File: src/rtl/des_key_if.sv
// Key-in / subkey-out handshake bundle for des_key_schedule.
// The master side supplies keys and consumes subkeys; the slave side is the key scheduler.
interface des_key_if;
    logic        key_valid;
    logic        key_ready;
    logic [63:0] key_i;
    logic        decrypt_i;
    logic        sk_valid;
    logic        sk_ready;
    logic [47:0] subkey_o;
    logic [3:0]  round_o;
    logic        last_o;
    logic        par_err_o;

    modport master (
        output key_valid, key_i, decrypt_i, sk_ready,
        input  key_ready, sk_valid, subkey_o, round_o, last_o, par_err_o
    );

    modport slave (
        input  key_valid, key_i, decrypt_i, sk_ready,
        output key_ready, sk_valid, subkey_o, round_o, last_o, par_err_o
    );
endinterface

File: src/rtl/des_key_schedule.sv
// Iterative DES key schedule: one 48-bit round subkey per handshake, K1..K16 or K16..K1.
// Optional key-byte odd-parity flag when DES_KEY_PARITY_CHECK_EN is defined.
//
//   state | meaning
//   IDLE  | waiting for a key, key_ready high
//   GEN   | subkey_o valid, stepping C/D on each accepted subkey
module des_key_schedule #(
    parameter bit BACK_TO_BACK = 1'b1
) (
    input logic       clk,
    input logic       rst_n,
    des_key_if.slave  kif
);
    typedef enum logic {IDLE, GEN} state_t;

    // DES bit numbering: bit 1 is the MSB of the source vector
    localparam int PC1 [56] = '{
        57, 49, 41, 33, 25, 17,  9,  1, 58, 50, 42, 34, 26, 18,
        10,  2, 59, 51, 43, 35, 27, 19, 11,  3, 60, 52, 44, 36,
        63, 55, 47, 39, 31, 23, 15,  7, 62, 54, 46, 38, 30, 22,
        14,  6, 61, 53, 45, 37, 29, 21, 13,  5, 28, 20, 12,  4};

    localparam int PC2 [48] = '{
        14, 17, 11, 24,  1,  5,  3, 28, 15,  6, 21, 10,
        23, 19, 12,  4, 26,  8, 16,  7, 27, 20, 13,  2,
        41, 52, 31, 37, 47, 55, 30, 40, 51, 45, 33, 48,
        44, 49, 39, 56, 34, 53, 46, 42, 50, 36, 29, 32};

    // bit r set when round r+1 (0-based r) uses a 2-bit rotation
    localparam logic [15:0] SHIFT2 = 16'h7EFC;

    function automatic logic [55:0] pc1(input logic [63:0] k);
        logic [55:0] r;
        for (int i = 0; i < 56; i++) r[55-i] = k[64-PC1[i]];
        return r;
    endfunction

    function automatic logic [47:0] pc2(input logic [55:0] cd);
        logic [47:0] r;
        for (int i = 0; i < 48; i++) r[47-i] = cd[56-PC2[i]];
        return r;
    endfunction

    function automatic logic [27:0] rotl(input logic [27:0] x, input logic two);
        return two ? {x[25:0], x[27:26]} : {x[26:0], x[27]};
    endfunction

    function automatic logic [27:0] rotr(input logic [27:0] x, input logic two);
        return two ? {x[1:0], x[27:2]} : {x[0], x[27:1]};
    endfunction

    state_t      state, state_nx;
    logic [27:0] c_q, d_q;
    logic        dec_q;
    logic [3:0]  round_q;
    logic [55:0] cd0;
    logic        sk_valid, key_ready, last, load, adv;

    assign cd0  = pc1(kif.key_i);
    assign load = kif.key_valid & key_ready;
    assign adv  = sk_valid & kif.sk_ready;

    always_ff @(posedge clk or negedge rst_n) begin
        if (!rst_n) state <= IDLE;
        else        state <= state_nx;
    end

    always_comb begin
        state_nx = state;
        case (state)
            IDLE:    if (load) state_nx = GEN;
            GEN:     if (adv && last) state_nx = load ? GEN : IDLE;
            default: state_nx = IDLE;
        endcase
    end

    always_comb begin
        sk_valid  = (state == GEN);
        last      = sk_valid & (dec_q ? (round_q == 4'd0) : (round_q == 4'd15));
        key_ready = (state == IDLE) | (BACK_TO_BACK & last & kif.sk_ready);
    end

    // Encrypt pre-rotates by the round-1 shift at load so K1 is ready one cycle later
    always_ff @(posedge clk or negedge rst_n) begin
        if (!rst_n) begin
            c_q     <= '0;
            d_q     <= '0;
            dec_q   <= 1'b0;
            round_q <= '0;
        end else if (load) begin
            dec_q   <= kif.decrypt_i;
            c_q     <= kif.decrypt_i ? cd0[55:28] : rotl(cd0[55:28], 1'b0);
            d_q     <= kif.decrypt_i ? cd0[27:0]  : rotl(cd0[27:0], 1'b0);
            round_q <= kif.decrypt_i ? 4'd15 : 4'd0;
        end else if (adv && !last) begin
            if (dec_q) begin
                c_q     <= rotr(c_q, SHIFT2[round_q]);
                d_q     <= rotr(d_q, SHIFT2[round_q]);
                round_q <= round_q - 4'd1;
            end else begin
                c_q     <= rotl(c_q, SHIFT2[round_q + 4'd1]);
                d_q     <= rotl(d_q, SHIFT2[round_q + 4'd1]);
                round_q <= round_q + 4'd1;
            end
        end
    end

    assign kif.key_ready = key_ready;
    assign kif.sk_valid  = sk_valid;
    assign kif.subkey_o  = pc2({c_q, d_q});
    assign kif.round_o   = round_q;
    assign kif.last_o    = last;

`ifdef DES_KEY_PARITY_CHECK_EN
    logic par_bad, par_err_q;

    always_comb begin
        par_bad = 1'b0;
        for (int b = 0; b < 8; b++) par_bad = par_bad | ~(^kif.key_i[8*b +: 8]);
    end

    always_ff @(posedge clk or negedge rst_n) begin
        if (!rst_n)    par_err_q <= 1'b0;
        else if (load) par_err_q <= par_bad;
    end

    assign kif.par_err_o = par_err_q;
`else
    logic unused_parity_bits;
    assign unused_parity_bits = ^{kif.key_i[56], kif.key_i[48], kif.key_i[40], kif.key_i[32],
                                  kif.key_i[24], kif.key_i[16], kif.key_i[8], kif.key_i[0]};
    assign kif.par_err_o = 1'b0;
`endif
endmodule
File: src/flat_wrapper.sv
// flat-port wrapper written by rule: the top's interface ports become plain ports
module des_key_schedule_flat 
#(
    parameter bit BACK_TO_BACK = 1'b1
)
  (clk, rst_n, kif_key_valid, kif_key_i, kif_decrypt_i, kif_sk_ready, kif_key_ready, kif_sk_valid, kif_subkey_o, kif_round_o, kif_last_o, kif_par_err_o);
  des_key_if kif_i ();
  input logic clk;
  input logic rst_n;
  input wire logic [$bits(kif_i.key_valid)-1:0] kif_key_valid;
  input wire logic [$bits(kif_i.key_i)-1:0] kif_key_i;
  input wire logic [$bits(kif_i.decrypt_i)-1:0] kif_decrypt_i;
  input wire logic [$bits(kif_i.sk_ready)-1:0] kif_sk_ready;
  output wire logic [$bits(kif_i.key_ready)-1:0] kif_key_ready;
  output wire logic [$bits(kif_i.sk_valid)-1:0] kif_sk_valid;
  output wire logic [$bits(kif_i.subkey_o)-1:0] kif_subkey_o;
  output wire logic [$bits(kif_i.round_o)-1:0] kif_round_o;
  output wire logic [$bits(kif_i.last_o)-1:0] kif_last_o;
  output wire logic [$bits(kif_i.par_err_o)-1:0] kif_par_err_o;
  assign kif_i.key_valid = kif_key_valid;
  assign kif_i.key_i = kif_key_i;
  assign kif_i.decrypt_i = kif_decrypt_i;
  assign kif_i.sk_ready = kif_sk_ready;
  assign kif_key_ready = kif_i.key_ready;
  assign kif_sk_valid = kif_i.sk_valid;
  assign kif_subkey_o = kif_i.subkey_o;
  assign kif_round_o = kif_i.round_o;
  assign kif_last_o = kif_i.last_o;
  assign kif_par_err_o = kif_i.par_err_o;
  des_key_schedule #(.BACK_TO_BACK(BACK_TO_BACK)) u_core (.clk(clk), .rst_n(rst_n), .kif(kif_i));
endmodule
File: config.mk
export PLATFORM = sky130hd
export DESIGN_NAME = des_key_schedule_flat
export DESIGN_NICKNAME = d
export VERILOG_FILES = /design/src/rtl/des_key_if.sv /design/src/rtl/des_key_schedule.sv /design/src/flat_wrapper.sv
export SDC_FILE = /design/constraint.sdc
export NUM_CORES = 1
export LEC_CHECK = 0
export ABC_AREA = 0
export CORE_ASPECT_RATIO = 1.4
export CORE_MARGIN = 5
export CORE_UTILIZATION = 30
export DETAILED_ROUTE_END_ITERATION = 8
export PLACE_DENSITY = 0.63
export SETUP_SLACK_MARGIN = 0.1
export SLEW_MARGIN = 40
export SYNTH_ARGS = -nofsm -noshare
export SYNTH_HDL_FRONTEND = slang
export SYNTH_SLANG_ARGS = --single-unit
export TNS_END_PERCENT = 20
File: constraint.sdc
create_clock -name clk -period 5 [get_ports clk]
set_clock_uncertainty 0.1 [all_clocks]
set_input_delay 1 -clock clk [delete_from_list [all_inputs] [get_ports clk]]
set_output_delay 1 -clock clk [all_outputs]
set_load 0.03 [all_outputs]
After elaboration in Yosys (flattened, before gate mapping)
Memories as Yosys holds them, arrays and structs flattened.
Cells that the tools add are included.
{ "classes": {"n_addsub": 2, "order_cmp": 2, "n_eq_ne": 1, "mux": 22, "bitwise_logic": 6, "reduce_logical": 5} }
{ "ops": {"columns": ["op", "n"], "rows": [
  ["$mux 28", 12],
  ["$mux 4", 4],
  ["$lt 4x5->1 const B", 2],
  ["$mux 1", 5],
  ["$add 4x1->4 const B", 1],
  ["$and 1x1->1", 4],
  ["$eq 4x4->1 const B", 1],
  ["$logic_not 4->1", 1],
  ["$sub 4x1->4 const B", 1],
  ["$logic_and 1x1->1", 2],
  ["$pmux 1 s2", 1],
  ["$reduce_bool 2->1", 1],
  ["$logic_not 1->1", 1],
  ["$not 1->1", 1],
  ["$or 1x1->1", 1]
]} }
{ "totals": {"reg_bits": 62, "mem_bits_ro": 32, "out_inout_bits": 56, "n_memories": 2} }
{ "mem_list": {"columns": ["memory", "words", "width", "rd", "rd_ports_with_merged_regs", "write_ports", "line_no", "rtl"], "rows": [
  ["(name not given)", 16, 1, 1, 0, 0, "des_key_schedule.sv:101", "c_q <= rotl(c_q, SHIFT2[round_q + 4'd1]);"],
  ["(name not given)", 16, 1, 1, 0, 0, "des_key_schedule.sv:97", "c_q <= rotr(c_q, SHIFT2[round_q]);"]
]} }

Logic depth before layout (Yosys ltp)
{ "logic_depth": {"depth_word": 9, "mapped_depth": 9, "depth_no_buf": 7} }

Least setup slack after synthesis
OpenSTA, ideal clock, no wires.
{ "synth_timing": {"kind": "flip-flop to output port", "from": "reg u_core.round_q[1], in the netlist u_core.kif.round_o[1]", "to": "out kif_key_ready", "arrival_time_ns": 1.625, "setup_slack_ns": 2.275, "path_stages_with_launch": 5, "path_buffers": 0, "path_cell_list": "dfrtp_1 ha_1 nand4b_1 a21boi_1 nand2b_1"} }
{ "synth_via": {"elab_chain_len": 5, "word_cells_on_any_way": 6, "classes_between": "eq/ne: 1; mux: 1; bitwise: 3; reduce/logical: 1"} }
{ "synth_lines": {"columns": ["item", "line_no", "rtl"], "rows": [
  ["start, declared", "des_key_schedule.sv:55", "logic [3:0] round_q;"],
  ["start signal, assigned", "des_key_schedule.sv:94", "round_q <= kif.decrypt_i ? 4'd15 : 4'd0;"],
  ["start signal, assigned", "des_key_schedule.sv:99", "round_q <= round_q - 4'd1;"],
  ["start signal, assigned", "des_key_schedule.sv:103", "round_q <= round_q + 4'd1;"],
  ["$eq 4x4->1 or $logic_not 4->1 (tied branches)", "des_key_schedule.sv:79", "last = sk_valid & (dec_q ? (round_q == 4'd0) : (round_q == 4'd15));"],
  ["$mux 1 *", "des_key_schedule.sv:79", null],
  ["$and 1x1->1 *", "des_key_schedule.sv:79", null],
  ["$and 1x1->1 *", "des_key_schedule.sv:80", "key_ready = (state == IDLE) | (BACK_TO_BACK & last & kif.sk_ready);"],
  ["$or 1x1->1 *", "des_key_schedule.sv:80", null],
  ["end, declared", "flat_wrapper.sv:14", "output wire logic [$bits(kif_i.key_ready)-1:0] kif_key_ready;"]
]} }
Every way passes the cells marked *; elsewhere a longest branch is shown, timed or not.

Worst setup path in the final report
{ "layout_timing": {"from": "reg u_core.dec_q", "to": "out kif_key_ready"} }
{ "layout_via": {"elab_chain_len": 4} }
{ "layout_lines": {"columns": ["item", "line_no", "rtl"], "rows": [
  ["start, declared", "des_key_schedule.sv:54", "logic dec_q;"],
  ["start signal, assigned", "des_key_schedule.sv:91", "dec_q <= kif.decrypt_i;"],
  ["$mux 1", "des_key_schedule.sv:79", null],
  ["$and 1x1->1", "des_key_schedule.sv:79", null],
  ["$and 1x1->1", "des_key_schedule.sv:80", null],
  ["$or 1x1->1", "des_key_schedule.sv:80", null]
]} }
Every way passes these cells.

==> flow_summary.rst <==
.. list-table::
   :header-rows: 1

   * - Metric
     - Value
   * - Run status
     - finished clean
   * - Met2 Usage GRT
     - 28.4%
   * - Top cell type's share of synthesized area
     - ~27%
   * - Gr usage total
     - approximately 16%
   * - Critical path fanouts, max
     - 60
   * - Number of stages on the worst hold path
     - 1
   * - Yosys top cell by area
     - sky130_fd_sc_hd__dfrtp_1
   * - Post-synthesis instance area
     - around 5700 um^2
   * - Clock input transition at the sequential cells of the worst setup and hold paths
     - ~0.060 ns
   * - Final Worst Setup Slack
     - about 1.2 ns
   * - Number of flops mapped to enable cells by yosys
     - 0
   * - Top-level I/O count
     - 125
   * - Arrival time reported for the critical path endpoint
     - between 2 and 3 ns
   * - Core footprint
     - roughly 19000 um^2
   * - Number of antenna violations at the first check in global routing
     - 2
   * - Initial cell density of the core
     - ~31%
   * - Commonest cells after routing, fill and taps aside
     - sky130_fd_sc_hd__clkdlybuf4s50_1, sky130_fd_sc_hd__dfrtp_1, sky130_fd_sc_hd__inv_1, sky130_fd_sc_hd__o21ai_0, sky130_fd_sc_hd__mux2i_1
   * - Synth-to-layout area growth
     - 22.3%
   * - Ys Warns
     - 0
   * - PD cells
     - about 670 nW/um^2
   * - Global-route wire length before repair
     - about 30000 um
   * - Period Utilization, post-route
     - between 70% and 80%
   * - Finish-stage setup viols
     - 0
   * - Kind of capture point of the worst setup path
     - output pin
   * - GR Util met3
     - under 10%
   * - Die outline height
     - between 150 and 200 um
   * - Leading cell type in the layout, fill and taps excluded
     - sky130_fd_sc_hd__clkdlybuf4s50_1
   * - HPWL after detailed placement
     - ~12000 um
   * - Async S/R FF share, synth
     - 100%
   * - Distinct cell type count after synthesis
     - 43
   * - Headroom to the max-slew limit
     - between 40% and 50%
   * - Number of H-tree levels
     - 3
   * - Area of the multi-input gates
     - ~3300 um^2
   * - Die area
     - around 22000 um^2
   * - Quantity of hold-fixing buffers added after cts
     - 0
   * - Slew Viols, Final
     - 0
   * - Type of element launching the critical path
     - flop
   * - FP Rows
     - 59
   * - Pin slew with the least headroom to its limit
     - just over 0.8 ns
   * - Drt wl/cell
     - 20.2 um
   * - # port buffers
     - 115
   * - Maximum number of pins on one net before global-route repair
     - 63
   * - Worst Hold Path EP
     - u_core.c_q[10]
   * - Overall routed net length
     - ~18000 um
   * - Via count
     - ~5400
   * - Final core utilization
     - 37.4%
   * - Top area cells in the synthesized netlist
     - sky130_fd_sc_hd__dfrtp_1, sky130_fd_sc_hd__mux2i_1, sky130_fd_sc_hd__a221o_1
   * - Time the worst path needs with I/O delays and setup
     - about 3.8 ns
   * - Post-synthesis sequential area ratio
     - between 20 and 30%
   * - Max capacitance violation total
     - 0
   * - Die Span X
     - around 130 um
   * - Number of remaining DRC errors
     - 0
   * - Avg Synthesized Cell Area
     - about 9.0 um^2
   * - Number of nets at the end of the flow
     - approximately 720
   * - Number of vias per cell after detailed routing
     - 5.95
   * - Hold violation total from the final report
     - 0
   * - Number of nets in the synthesized netlist
     - approximately 700
   * - Number of clock buffers inserted by TritonCTS
     - 9
   * - #FFs+latches synth
     - 62
   * - Congestion Overflow GR
     - 0
   * - Post-layout power
     - roughly 4.6 mW
   * - Final antenna-violating net count
     - 0
   * - Synth Instances
     - between 600 and 700
   * - Unrepaired setup endpoints after global routing
     - no
   * - Primary FF master, synth
     - sky130_fd_sc_hd__dfrtp_1
   * - Leakage power total
     - 2.62 nW
   * - Number of inserted filler cells in the final layout
     - about 1900
   * - Critical path data required time
     - 3.90 ns
   * - Root buffer selected by CTS
     - sky130_fd_sc_hd__clkbuf_16
   * - Buffer count from post-CTS setup fixing
     - 0
   * - Achievable frequency
     - ~0.26 GHz
   * - Min-delay worst type
     - reg2reg
   * - Peak ir drop on the vdd network
     - 0.000276 V
   * - Area used by sequential logic in the layout
     - between 1500 and 2000 um^2
   * - Clock Latency Late Sink
     - 0.33 ns
   * - Critical path type
     - reg2out
   * - Number of global-route vias before repair
     - around 5600
   * - Worst Hold Slack
     - approximately 0.48 ns
   * - Sink Count
     - 62
   * - Hold Path Origin
     - u_core.c_q[10]
   * - Buffer levels on the longest clock path
     - 2
   * - Destination of the worst register-to-register timing path
     - u_core.d_q[27]
   * - Final GP Congestion
     - ~0.76
   * - Post-place setup slack
     - roughly 1.2 ns
   * - Fraction of layout cells with a size suffix above 1
     - 6.40%
   * - Sum Neg Setup Slack
     - 0 ns
   * - Drt first pass iters
     - 5
   * - Total of cells resized after clock tree synthesis
     - 0
   * - Initial DRC count
     - about 480
   * - Worst-case register-to-register setup slack
     - around 1.6 ns
   * - Length in cells of the worst reg-to-reg path
     - 7
   * - Most utilized layer in the global route result
     - met2
   * - Startpoint of the lowest-slack register-to-register path
     - u_core.dec_q
   * - CTS tree
     - built
   * - Met1 Resource Use GR
     - a little under a fifth
[cell type report]
| class | count | share of cell area, % |
|---|---|---|
| Multi-Input combinational cell | 389 | 47.0 |
| Sequential cell | 62 | 22.4 |
| Timing Repair Buffer | 129 | 18.4 |
| Tap cell | 244 | 4.39 |
| Clock buffer | 10 | 3.29 |
| Inverter | 60 | 3.24 |
| Clock inverter | 6 | 1.24 |
| Antenna cell | 1 | 0.0360 |
[critical path: stages, from the launching register on]
cell and delay, ns:
sky130_fd_sc_hd__dfrtp_4 0.84, sky130_fd_sc_hd__nand4bb_1 0.29, sky130_fd_sc_hd__a21boi_1 0.38, sky130_fd_sc_hd__nand2b_1 0.18
sky130_fd_sc_hd__clkdlybuf4s50_1 0.67
[Yosys cell counts, types with 4 or more instances]
| master | instances |
|---|---|
| sky130_fd_sc_hd__o21ai_0 | 59 |
| sky130_fd_sc_hd__a221o_1 | 56 |
| sky130_fd_sc_hd__buf_4 | 52 |
| sky130_fd_sc_hd__mux2i_1 | 57 |
| sky130_fd_sc_hd__ha_1 | 4 |
| sky130_fd_sc_hd__inv_1 | 60 |
| sky130_fd_sc_hd__o311ai_0 | 16 |
| sky130_fd_sc_hd__nor4b_1 | 56 |
| sky130_fd_sc_hd__buf_6 | 6 |
| sky130_fd_sc_hd__buf_2 | 23 |
| sky130_fd_sc_hd__o311ai_1 | 41 |
| sky130_fd_sc_hd__dfrtp_1 | 62 |
| sky130_fd_sc_hd__clkbuf_1 | 38 |
| sky130_fd_sc_hd__a22oi_1 | 56 |
| sky130_fd_sc_hd__nand2_1 | 6 |
[state kept, by name (all words and copies together) (netlist names)]
register / flops
u_core.c_q: 28
u_core.d_q: 28
u_core.dec_q: 1
u_core.kif.round_o: 4
u_core.kif.sk_valid: 1
[worst max-delay path by stage]
| stage | start | endpoint | slack [ns] |
|---|---|---|---|
| global route | u_core.dec_q | kif_key_ready | 1.08 |
| floorplan | u_core.kif.round_o[1] | kif_key_ready | 2.27 |
| detailed placement | kif_sk_ready | kif_key_ready | 1.25 |
| global placement | kif_sk_ready | kif_key_ready | 1.26 |
| finish | u_core.dec_q | kif_key_ready | 1.20 |
| CTS | u_core.dec_q | kif_key_ready | 1.19 |
[metal layers]
metal / part of all wire [%] / vias up
met3: 4.8 / 24
met4: 2.3 / 0
met5: 0 / -
met1: 41 / 2681
li1: - / 2510
met2: 52 / 147
[kinds of logic (layout without fill, tap and decap cells)]
family,Yosys count,in the layout,synth area share (%)
buffers and inverters,179,205,16.5
other,1,2,0.0659
adder cells (fa/ha/maj),4,4,0.880
flip-flops,62,62,27.3
AO/OA/AOI/OAI,243,243,33.2
XOR/XNOR,3,3,0.462
AND/OR/NAND/NOR,80,80,11.3
multiplexers,58,58,10.3
[where the power goes]
part / internal, mW / switching (mW)
registers: 0.727 / 0.388
clock network: 0.436 / 0.245
logic: 1.20 / 1.65
total: 2.36 / 2.28
[metrics by stage]
| stage | cells | cell area (um^2) |
|---|---|---|
| after floorplan | 630 | 5690 |
| after global placement | 882 | 6580 |
| after detailed placement | 884 | 6640 |
| after CTS | 900 | 6950 |
| after global routing | 901 | 6950 |
| final | 901 | 6950 |
(Power assumes the default switching activity.)
